[src/rtl/pll_lock_pkg.sv]
// Shared definitions for the PLL lock monitor: FSM state encodings and
// default parameter values used by pll_lock_detect.
package pll_lock_pkg;

    localparam int unsigned CNT_W_DEF      = 8;
    localparam int unsigned TOL_DEF        = 1;
    localparam int unsigned LOCK_CNT_DEF   = 4;
    localparam int unsigned UNLOCK_CNT_DEF = 2;
    localparam int unsigned DIV_W          = 5;

    typedef enum logic [1:0] {
        ST_IDLE    = 2'd0,
        ST_ARM     = 2'd1,
        ST_ACQUIRE = 2'd2,
        ST_LOCKED  = 2'd3
    } lock_state_e;

endpackage

[src/rtl/pll_osc_sync.sv]
// Brings the asynchronous reference oscillator into the PLL clock domain and
// produces a one-cycle pulse per synchronized rising edge.
//   clock    : PLL output clock
//   resetb   : asynchronous active-low reset
//   osc      : reference oscillator (asynchronous)
//   osc_edge : registered one-cycle rising-edge pulse
module pll_osc_sync (
    input  logic clock,
    input  logic resetb,
    input  logic osc,
    output logic osc_edge
);

    logic sync1;
    logic sync2;
    logic prev;

    // Two-flop synchronizer followed by a registered edge detector.
    always_ff @(posedge clock or negedge resetb) begin
        if (!resetb) begin
            sync1    <= 1'b0;
            sync2    <= 1'b0;
            prev     <= 1'b0;
            osc_edge <= 1'b0;
        end else begin
            sync1    <= osc;
            sync2    <= sync1;
            prev     <= sync2;
            osc_edge <= sync2 & ~prev;
        end
    end

endmodule

[src/rtl/pll_lock_detect.sv]
// PLL lock monitor. Counts PLL clock cycles per reference-oscillator period,
// compares each window against the programmed feedback ratio and qualifies a
// lock indication with consecutive good/bad window counts.
//   clock        : PLL output clock, the only clock
//   resetb       : asynchronous active-low reset
//   enable       : monitor enable; low acts as a synchronous clear
//   osc          : reference oscillator (asynchronous)
//   div          : expected PLL cycles per osc period
//   locked       : qualified lock indication
//   lock_lost    : one-cycle pulse when lock is lost
//   period       : last measured window length, saturating
//   period_valid : one-cycle pulse when period updates
module pll_lock_detect
    import pll_lock_pkg::*;
#(
    parameter int unsigned CNT_W      = CNT_W_DEF,
    parameter int unsigned TOL        = TOL_DEF,
    parameter int unsigned LOCK_CNT   = LOCK_CNT_DEF,
    parameter int unsigned UNLOCK_CNT = UNLOCK_CNT_DEF
) (
    input  logic             clock,
    input  logic             resetb,
    input  logic             enable,
    input  logic             osc,
    input  logic [DIV_W-1:0] div,
    output logic             locked,
    output logic             lock_lost,
    output logic [CNT_W-1:0] period,
    output logic             period_valid
);

    localparam int unsigned GOOD_W = $clog2(LOCK_CNT + 1);
    localparam int unsigned BAD_W  = $clog2(UNLOCK_CNT + 1);
    localparam logic [CNT_W-1:0] CNT_MAX = '1;

    logic              osc_edge;
    logic [CNT_W-1:0]  cnt;
    logic [CNT_W:0]    meas_c;
    logic [CNT_W:0]    div_ext_c;
    logic [CNT_W:0]    diff_c;
    logic              sat_c;
    logic              good_c;

    lock_state_e       state_q;
    lock_state_e       state_n;
    logic [GOOD_W-1:0] good_q;
    logic [GOOD_W-1:0] good_n;
    logic [BAD_W-1:0]  bad_q;
    logic [BAD_W-1:0]  bad_n;
    logic              lost_n;

    pll_osc_sync u_osc_sync (
        .clock    (clock),
        .resetb   (resetb),
        .osc      (osc),
        .osc_edge (osc_edge)
    );

    // Window measurement with one bit of headroom so saturation is visible.
    assign meas_c    = {1'b0, cnt} + (CNT_W+1)'(1);
    assign sat_c     = meas_c[CNT_W];
    assign div_ext_c = (CNT_W+1)'(div);
    assign diff_c    = (meas_c >= div_ext_c) ? (meas_c - div_ext_c)
                                             : (div_ext_c - meas_c);
    assign good_c    = (div != '0) && !sat_c && (diff_c <= (CNT_W+1)'(TOL));

    // Free-running saturating window counter and period capture.
    always_ff @(posedge clock or negedge resetb) begin
        if (!resetb) begin
            cnt          <= '0;
            period       <= '0;
            period_valid <= 1'b0;
        end else if (!enable) begin
            cnt          <= '0;
            period       <= '0;
            period_valid <= 1'b0;
        end else begin
            period_valid <= osc_edge;
            if (osc_edge) begin
                cnt    <= '0;
                period <= sat_c ? CNT_MAX : meas_c[CNT_W-1:0];
            end else if (cnt != CNT_MAX) begin
                cnt <= cnt + CNT_W'(1);
            end
        end
    end

    // Next-state logic: windows are only evaluated on an osc edge.
    always_comb begin
        state_n = state_q;
        good_n  = good_q;
        bad_n   = bad_q;
        lost_n  = 1'b0;
        if (!enable) begin
            state_n = ST_IDLE;
            good_n  = '0;
            bad_n   = '0;
        end else begin
            case (state_q)
                ST_IDLE: state_n = ST_ARM;
                ST_ARM: begin
                    // First edge only opens the window; nothing to judge yet.
                    if (osc_edge) state_n = ST_ACQUIRE;
                end
                ST_ACQUIRE: begin
                    if (osc_edge) begin
                        if (good_c) begin
                            if (good_q == GOOD_W'(LOCK_CNT - 1)) begin
                                state_n = ST_LOCKED;
                                good_n  = '0;
                                bad_n   = '0;
                            end else begin
                                good_n = good_q + GOOD_W'(1);
                            end
                        end else begin
                            good_n = '0;
                        end
                    end
                end
                ST_LOCKED: begin
                    if (osc_edge) begin
                        if (!good_c) begin
                            if (bad_q == BAD_W'(UNLOCK_CNT - 1)) begin
                                state_n = ST_ACQUIRE;
                                good_n  = '0;
                                bad_n   = '0;
                                lost_n  = 1'b1;
                            end else begin
                                bad_n = bad_q + BAD_W'(1);
                            end
                        end else begin
                            bad_n = '0;
                        end
                    end
                end
                default: state_n = ST_IDLE;
            endcase
        end
    end

    // State, counters and registered outputs.
    always_ff @(posedge clock or negedge resetb) begin
        if (!resetb) begin
            state_q   <= ST_IDLE;
            good_q    <= '0;
            bad_q     <= '0;
            locked    <= 1'b0;
            lock_lost <= 1'b0;
        end else begin
            state_q   <= state_n;
            good_q    <= good_n;
            bad_q     <= bad_n;
            locked    <= (state_n == ST_LOCKED);
            lock_lost <= lost_n;
        end
    end

endmodule

[config.mk]
export PLATFORM = sky130hd
export DESIGN_NAME = pll_lock_detect
export DESIGN_NICKNAME = d
export VERILOG_FILES = /design/src/rtl/pll_lock_pkg.sv /design/src/rtl/pll_osc_sync.sv /design/src/rtl/pll_lock_detect.sv
export SDC_FILE = /design/constraint.sdc
export NUM_CORES = 1
export LEC_CHECK = 0
export ABC_AREA = 1
export BUFFER_PORTS_ARGS = -buffer_cell sky130_fd_sc_hd__buf_2
export CAP_MARGIN = 20
export CORE_AREA = 4 4 61 63
export CTS_CLUSTER_SIZE = 12
export DETAILED_ROUTE_END_ITERATION = 8
export DIE_AREA = 0 0 65 67
export PLACE_DENSITY = 0.83
export SYNTH_ARGS = -nofsm -noshare
export SYNTH_HDL_FRONTEND = slang
export SYNTH_SLANG_ARGS = --single-unit
[constraint.sdc]
create_clock -name clock -period 5.85 [get_ports clock]
set_input_delay 0.2925 -clock clock [delete_from_list [all_inputs] [get_ports clock]]
set_output_delay 0.2925 -clock clock [all_outputs]
set_load 0.1 [all_outputs]
# Word level (Yosys, flattened, before mapping)
# Cells that the tools add are included.
# totals
mem_bits_rw	0
memories	0
latchBits	0
input_bits	9
romBits	0
reg_bits	30
word_cells	83
# op_classes
eq_ne	16
mul	0
n_mux	38
bitwise_logic	2
n_lt_le_gt_ge	2
n_shift	0
n_addsub	6
n_div	0
n_reduce_logical	7
# ops
operator	n
2-to-1 mux 8 bit	6
2-to-1 mux 2 bit	15
2-to-1 mux 3 bit	7
!= test 3 bit, second input constant	4
AND reduction 5 bit	2
adder 8 x 1 -> 9 bit, second input constant	1
>= comparator 9 x 5 -> 1 bit	1
<= comparator 9 x 1 -> 1 bit, second input constant	1
2-to-1 mux 9 bit	1
subtractor 5 x 9 -> 9 bit	1
subtractor 9 x 5 -> 9 bit	1
adder 8 x 1 -> 8 bit, second input constant	1
!= test 8 bit, second input constant	1
one-hot mux 2 bit (4 select lines)	1
== test 2 bit, second input constant	3
2-to-1 mux 1 bit	6
!= test 3 x 1 -> 1 bit, second input constant	2
!= test 3 x 2 -> 1 bit, second input constant	2
one-hot mux 3 bit (2 select lines)	1
nonzero test 5 bit	1
== test 2 x 1 -> 1 bit, second input constant	2
one-hot mux 2 bit (2 select lines)	1
adder 3 x 1 -> 3 bit, second input constant	1
== test 3 x 2 -> 1 bit, second input constant	1
other kinds (7)	8

# Logic depth before layout (Yosys ltp)
# logic_depth
word_depth	10
ltp_mapped	22

# Hierarchy
# From an unflattened synthesis, not the netlist that was laid out.
# unflattened
cells_unflattened	309
hier_area_um2	2179.6
# by_module_without_submodules
mod	area_per_inst_um2	cells_each	n_inst	seq_area_each_um2
pll_lock_detect	2069.5	303	1	650.6
pll_osc_sync	110.1	6	1	100.1

# Worst setup path before layout
# Ideal clock, no wire load.
# synth_path
path_kind	reg-to-reg
start	register cnt[0]
end	register good_q[0]
path_buffers	0
arrival_time_ns	2.280
t_required_ns	5.733
setup_slack_ns	3.453
synth_period_minus_slack_ns	2.397
path_stages_with_launch	23
path_cell_list	dfrtp_1 ha_1 nand2_1 nor2_1 xnor2_1 inv_1 ha_1 nand2_1 inv_1 nand2_1 nand2_1 nor2_1 nand2_1 nand2_1 nor2_1 nand2_1 nand2_2 nand2_4 nand2_1 nand2_2 nand2_1 nand2_1 nand2_1
# synth_via
elab_chain_len	9
elab_cells_between_ends	15
# synth_rtl
element	line	rtl
start, declared	pll_lock_detect.sv:37	logic [CNT_W-1:0] cnt;
start signal, assigned	pll_lock_detect.sv:83	cnt <= cnt + CNT_W'(1);
adder 8 x 1 -> 9 bit (*)	pll_lock_detect.sv:60	assign meas_c = {1'b0, cnt} + (CNT_W+1)'(1);
subtractor 5 x 9 -> 9 bit, or another cell as far along	pll_lock_detect.sv:64	: (div_ext_c - meas_c);
2-to-1 mux 9 bit	pll_lock_detect.sv:63	assign diff_c = (meas_c >= div_ext_c) ? (meas_c - div_ext_c)
<= comparator 9 x 1 -> 1 bit	pll_lock_detect.sv:65	assign good_c = (div != '0) && !sat_c && (diff_c <= (CNT_W+1)'(TOL));
logical AND 1 bit (*)	pll_lock_detect.sv:65	
2-to-1 mux 3 bit	pll_lock_detect.sv:107	if (good_c) begin
2-to-1 mux 3 bit	pll_lock_detect.sv:106	if (osc_edge) begin
one-hot mux 3 bit (2 select lines)	pll_lock_detect.sv:99	case (state_q)
2-to-1 mux 3 bit	pll_lock_detect.sv:94	if (!enable) begin
end signal, assigned	pll_lock_detect.sv:151	good_q <= good_n;
end, declared	pll_lock_detect.sv:46	logic [GOOD_W-1:0] good_q;
# Mark *: on every way between the ends. The rest lies on a longest branch, timed or not. The select of a mux whose other input is x is not followed.
# A chain may end at the register's enable or synchronous reset.

# Worst setup path in the final report
# layout_path
start	register cnt[0]
end	register locked
# layout_via
elab_chain_len	10
elab_cells_between_ends	16
# layout_rtl
element	line	rtl
adder 8 x 1 -> 9 bit (*)	pll_lock_detect.sv:60	
subtractor 5 x 9 -> 9 bit, or another cell as far along	pll_lock_detect.sv:64	
2-to-1 mux 9 bit	pll_lock_detect.sv:63	
<= comparator 9 x 1 -> 1 bit	pll_lock_detect.sv:65	
logical AND 1 bit (*)	pll_lock_detect.sv:65	
2-to-1 mux 2 bit, on equally long branches	pll_lock_detect.sv:122, pll_lock_detect.sv:107	
2-to-1 mux 2 bit, on equally long branches	pll_lock_detect.sv:121, pll_lock_detect.sv:106	
one-hot mux 2 bit (4 select lines) (*)	pll_lock_detect.sv:99	
2-to-1 mux 2 bit (*)	pll_lock_detect.sv:94	
== test 2 bit (*)	pll_lock_detect.sv:153	locked <= (state_n == ST_LOCKED);
end signal, assigned	pll_lock_detect.sv:153	
end, declared	pll_lock_detect.sv:26	output logic locked,
# Mark *: on every way between the ends. The rest lies on a longest branch, timed or not.

==> impl_metrics.py <==
metrics = {
    "clocking": {
        "max-clock-path-buffers": 2,
        "htree_levels": 2,
        "cts_buffers": 5,
        "insertion_delay_ns": 0.33,
        "cts.root.buffer_cell": "clkbuf_4",
        "cts_resized": 0,
        "cts.clk_slew.worst_paths_ns": 0.09,
        "numClockSinks": 30,
        "cts_tree": "done",
    },
    "sta": {
        "relSlewSlack": 0.5077,
        "worstMarginPinSlew_ns": 0.7358,
        "min_period_ns": 2.646,
        "fin_setup_tns_ns": 0,
        "grt_setup_unrepaired": "no",
        "drv_slew": 0,
        "fmax_mhz": 378.0,
        "min_period_over_period": 0.4523,
        "setup_viol": 0,
        "fin_skew_ns": 0.01998,
        "hold_viol": 0,
    },
    "finish": {
        "syn_to_final_growth_pct": 10.95,
        "antenna_cells": 0,
        "layout-drive-gt1-share": 0.1565,
        "final_nets": 316,
        "final_cell_mix": "nand2_1, inv_1, dfrtp_1",
        "final_common_cell": "nand2_1",
        "fillers": 286,
    },
    "pwr": {
        "leakage_nw": 1.230,
        "intPower_mw": 0.2975,
        "power.density_nw_per_um2": 197.8,
        "switching_share": 0.3102,
        "vdd_drop_max_uv": 160.3,
        "power.switching_mw": 0.1338,
        "finalPower_mw": 0.4313,
        "seqPwrFrac": 0.502,
        "p_clk_frac": 0.300,
        "p_comb_frac": 0.198,
    },
    "grt": {
        "antenna_found_initial": 0,
        "grt_pass1_wl_mm": 6.672,
        "track_usage": 0.2017,
        "grt_max_degree": 31,
        "grt_pass1_vias": 1578,
        "overflow": 0,
    },
    "floorplan": {
        "io_pins": 20,
        "dieArea_um2": 4355,
        "initial_core_util": 0.6082,
        "die_w_um": 65,
        "die_h_um": 67,
        "core-area_um2": 3232,
        "placementRows": 21,
    },
    "setup_path": {
        "cp-start-kind": "flip-flop",
        "cp.arrival_ns": 2.91,
        "cp_slowest_cell": "dfrtp_1",
        "crit_chain": "ha_1 > nand2_1 > nor2_1 > xnor2_1 > inv_1 > ha_1 > nand2_1 > inv_1 > nand2_1 > nand2_1 > nor2_1 > nand2_1 > nand2_1 > nor2_1 > nand2_1 > nand2_2 > nand2_4 > nand3_1 > nand2_1 > a21oi_2",
        "worstPathRequired_ns": 6.11,
        "end_kind": "flip-flop",
        "cp_max_fo": 5,
        "crit_type": "reg2reg",
        "crit_path_max_incr_delay_ns": 0.43,
        "crit_path_frequent_cell": "nand2_1",
    },
    "placement": {
        "place.gp.congestion": 0.9067,
        "dp_hpwl_mm": 3.058,
        "port_buffers": 19,
    },
    "synth": {
        "synth_area_per_cell_um2": 7.334,
        "syn-num-nets": 291,
        "ys_types": 31,
        "syn_inst": 268,
        "ys_seq_area_frac": 0.3819,
        "ys_ff_latch": 30,
        "netlist_area_um2": 1966,
        "yosysWarnings": 0,
    },
    "routing": {
        "top_layer": "met4",
        "dr.pass1.iters": 4,
        "postRouteAntennaNets": 0,
        "avgRoutedWirePerCell_um": 11.14,
        "drc": 0,
        "wl_met2_mm": 1.831,
        "routed_wl_mm": 3.787,
        "wl_met3_um": 127,
        "m1WireLength_mm": 1.780,
        "dr_total_vias": 1697,
        "drtIter0Drc": 63,
        "drt-vias-per-instance": 4.991,
    },
    "min_path": {
        "hold_path.class": "in2reg",
    },
    "outcome": {
        "status": "completed",
    },
    "flow_run": {
        "cap_violations": 0,
    },
}
==> worst paths after layout <==
kind	depth (start not counted)	slack (ns)	from	endpoint
min in group asynchronous	2	0.51	resetb	good_q[2]$_DFFE_PN0P_
hold / removal	1	0.07	osc	u_osc_sync.sync1$_DFF_PN0_
setup / recovery	20	3.20	cnt[0]$_DFFE_PN0P_	locked$_DFF_PN0_
hold reg to reg	0	0.37	u_osc_sync.sync1$_DFF_PN0_	u_osc_sync.sync2$_DFF_PN0_
setup reg to reg	20	3.20	cnt[0]$_DFFE_PN0P_	locked$_DFF_PN0_
max in group asynchronous	2	4.89	resetb	cnt[3]$_DFFE_PN0P_
==> Yosys cell counts <==
| master | n | area share |
|---|---|---|
| o21bai_1 | 1 | 0.0038 |
| buf_4 | 1 | 0.0038 |
| a21oi_1 | 5 | 0.013 |
| nor2_4 | 3 | 0.017 |
| nand2_1 | 72 | 0.14 |
| fa_1 | 2 | 0.020 |
| a21oi_4 | 1 | 0.0083 |
| inv_1 | 45 | 0.086 |
| o21ai_1 | 2 | 0.0051 |
| nand3_1 | 23 | 0.059 |
| xor2_1 | 1 | 0.0045 |
| a21oi_2 | 1 | 0.0045 |
| o21ai_0 | 10 | 0.025 |
| nor2_1 | 29 | 0.055 |
| ha_1 | 12 | 0.076 |
| a22o_1 | 1 | 0.0045 |
| nand4_1 | 5 | 0.016 |
| clkbuf_1 | 1 | 0.0019 |
| nor4_1 | 1 | 0.0032 |
| nand2_4 | 1 | 0.0057 |
| nand3_2 | 1 | 0.0051 |
| nand2_2 | 7 | 0.022 |
| inv_2 | 1 | 0.0019 |
| or2_1 | 1 | 0.0032 |
| or2_2 | 1 | 0.0032 |
| a21boi_0 | 1 | 0.0038 |
| nor2_2 | 3 | 0.0095 |
| nor3_1 | 4 | 0.010 |
| xnor2_1 | 1 | 0.0045 |
| nand3b_1 | 1 | 0.0038 |
| dfrtp_1 | 30 | 0.38 |
==> final cells by class <==
type / count / area (µm²) / share of cell area
Multi-Input combinational cell: 190 / 1031 / 0.4727
Sequential cell: 30 / 750.7 / 0.3442
Clock buffer: 6 / 51.30 / 0.02352
Clock inverter: 2 / 12.51 / 0.005737
Tap cell: 46 / 57.56 / 0.02639
Timing Repair Buffer: 20 / 105.1 / 0.04819
Inverter: 46 / 172.7 / 0.07917
==> kinds of logic after synthesis <==
logic type,share of synthesized area
DFF,0.3819
buffers and inverters,0.09357
adders and majority gates,0.09675
xor gates and xnor gates,0.008913
and+or+nand+nor,0.3507
AOI/OAI and AO/OA,0.06812
==> timing repair <==
action	CTS	global route
setup endpoints to repair	0	0
hold buffers	1	0
hold endpoints to repair	8	0
buffers inserted	0	0
==> stage by stage <==
step	util	instances	hold slack (ns)	cell area, µm²	worst slack, ns
after floorplan	-	268	-0.003091	1966	3.453
after global placement	0.6520	331	0.3502	2107	3.257
after detailed placement	0.6520	331	0.3418	2107	3.191
after CTS	0.6748	340	0.06192	2181	3.174
after global routing	0.6748	340	0.03742	2181	2.857
final	0.6748	340	0.06849	2181	3.204
==> routing by layer <==
layer  global-route usage  vias to the layer above
met1               0.2581                      781
li1                     -                      885
met3              0.04047                        5
met5                    0                        -
met4              0.07388                        0
met2               0.3372                       26
==> critical path: cells and delay by family, from the launching register on <==
kind,cells,cell delay [ns]
and+or+nand+nor,14,1.03
AOI/OAI and AO/OA,1,0.15
xor gates and xnor gates,1,0.19
DFF,1,0.43
adders and majority gates,2,0.59
buffers and inverters,2,0.17
==> power groups by stage <==
| stage | Combinational [mW] | Sequential, mW | Clock [mW] |
|---|---|---|---|
| finish | 0.0852 | 0.217 | 0.130 |
| global route | 0.0974 | 0.218 | 0.145 |
| CTS | 0.0863 | 0.217 | 0.134 |
| detailed placement | 0.0855 | 0.221 | 0 |
| global placement | 0.0844 | 0.221 | 0 |
| floorplan | 0.0539 | 0.230 | 0 |
==> sequential cells by signal, indices dropped and copies added (netlist names), 2 cells and up <==
| signal | flops |
|---|---|
| bad_q | 2 |
| cnt | 8 |
| period | 8 |
| state_q | 2 |
| good_q | 3 |
(Power assumes the default switching activity.)
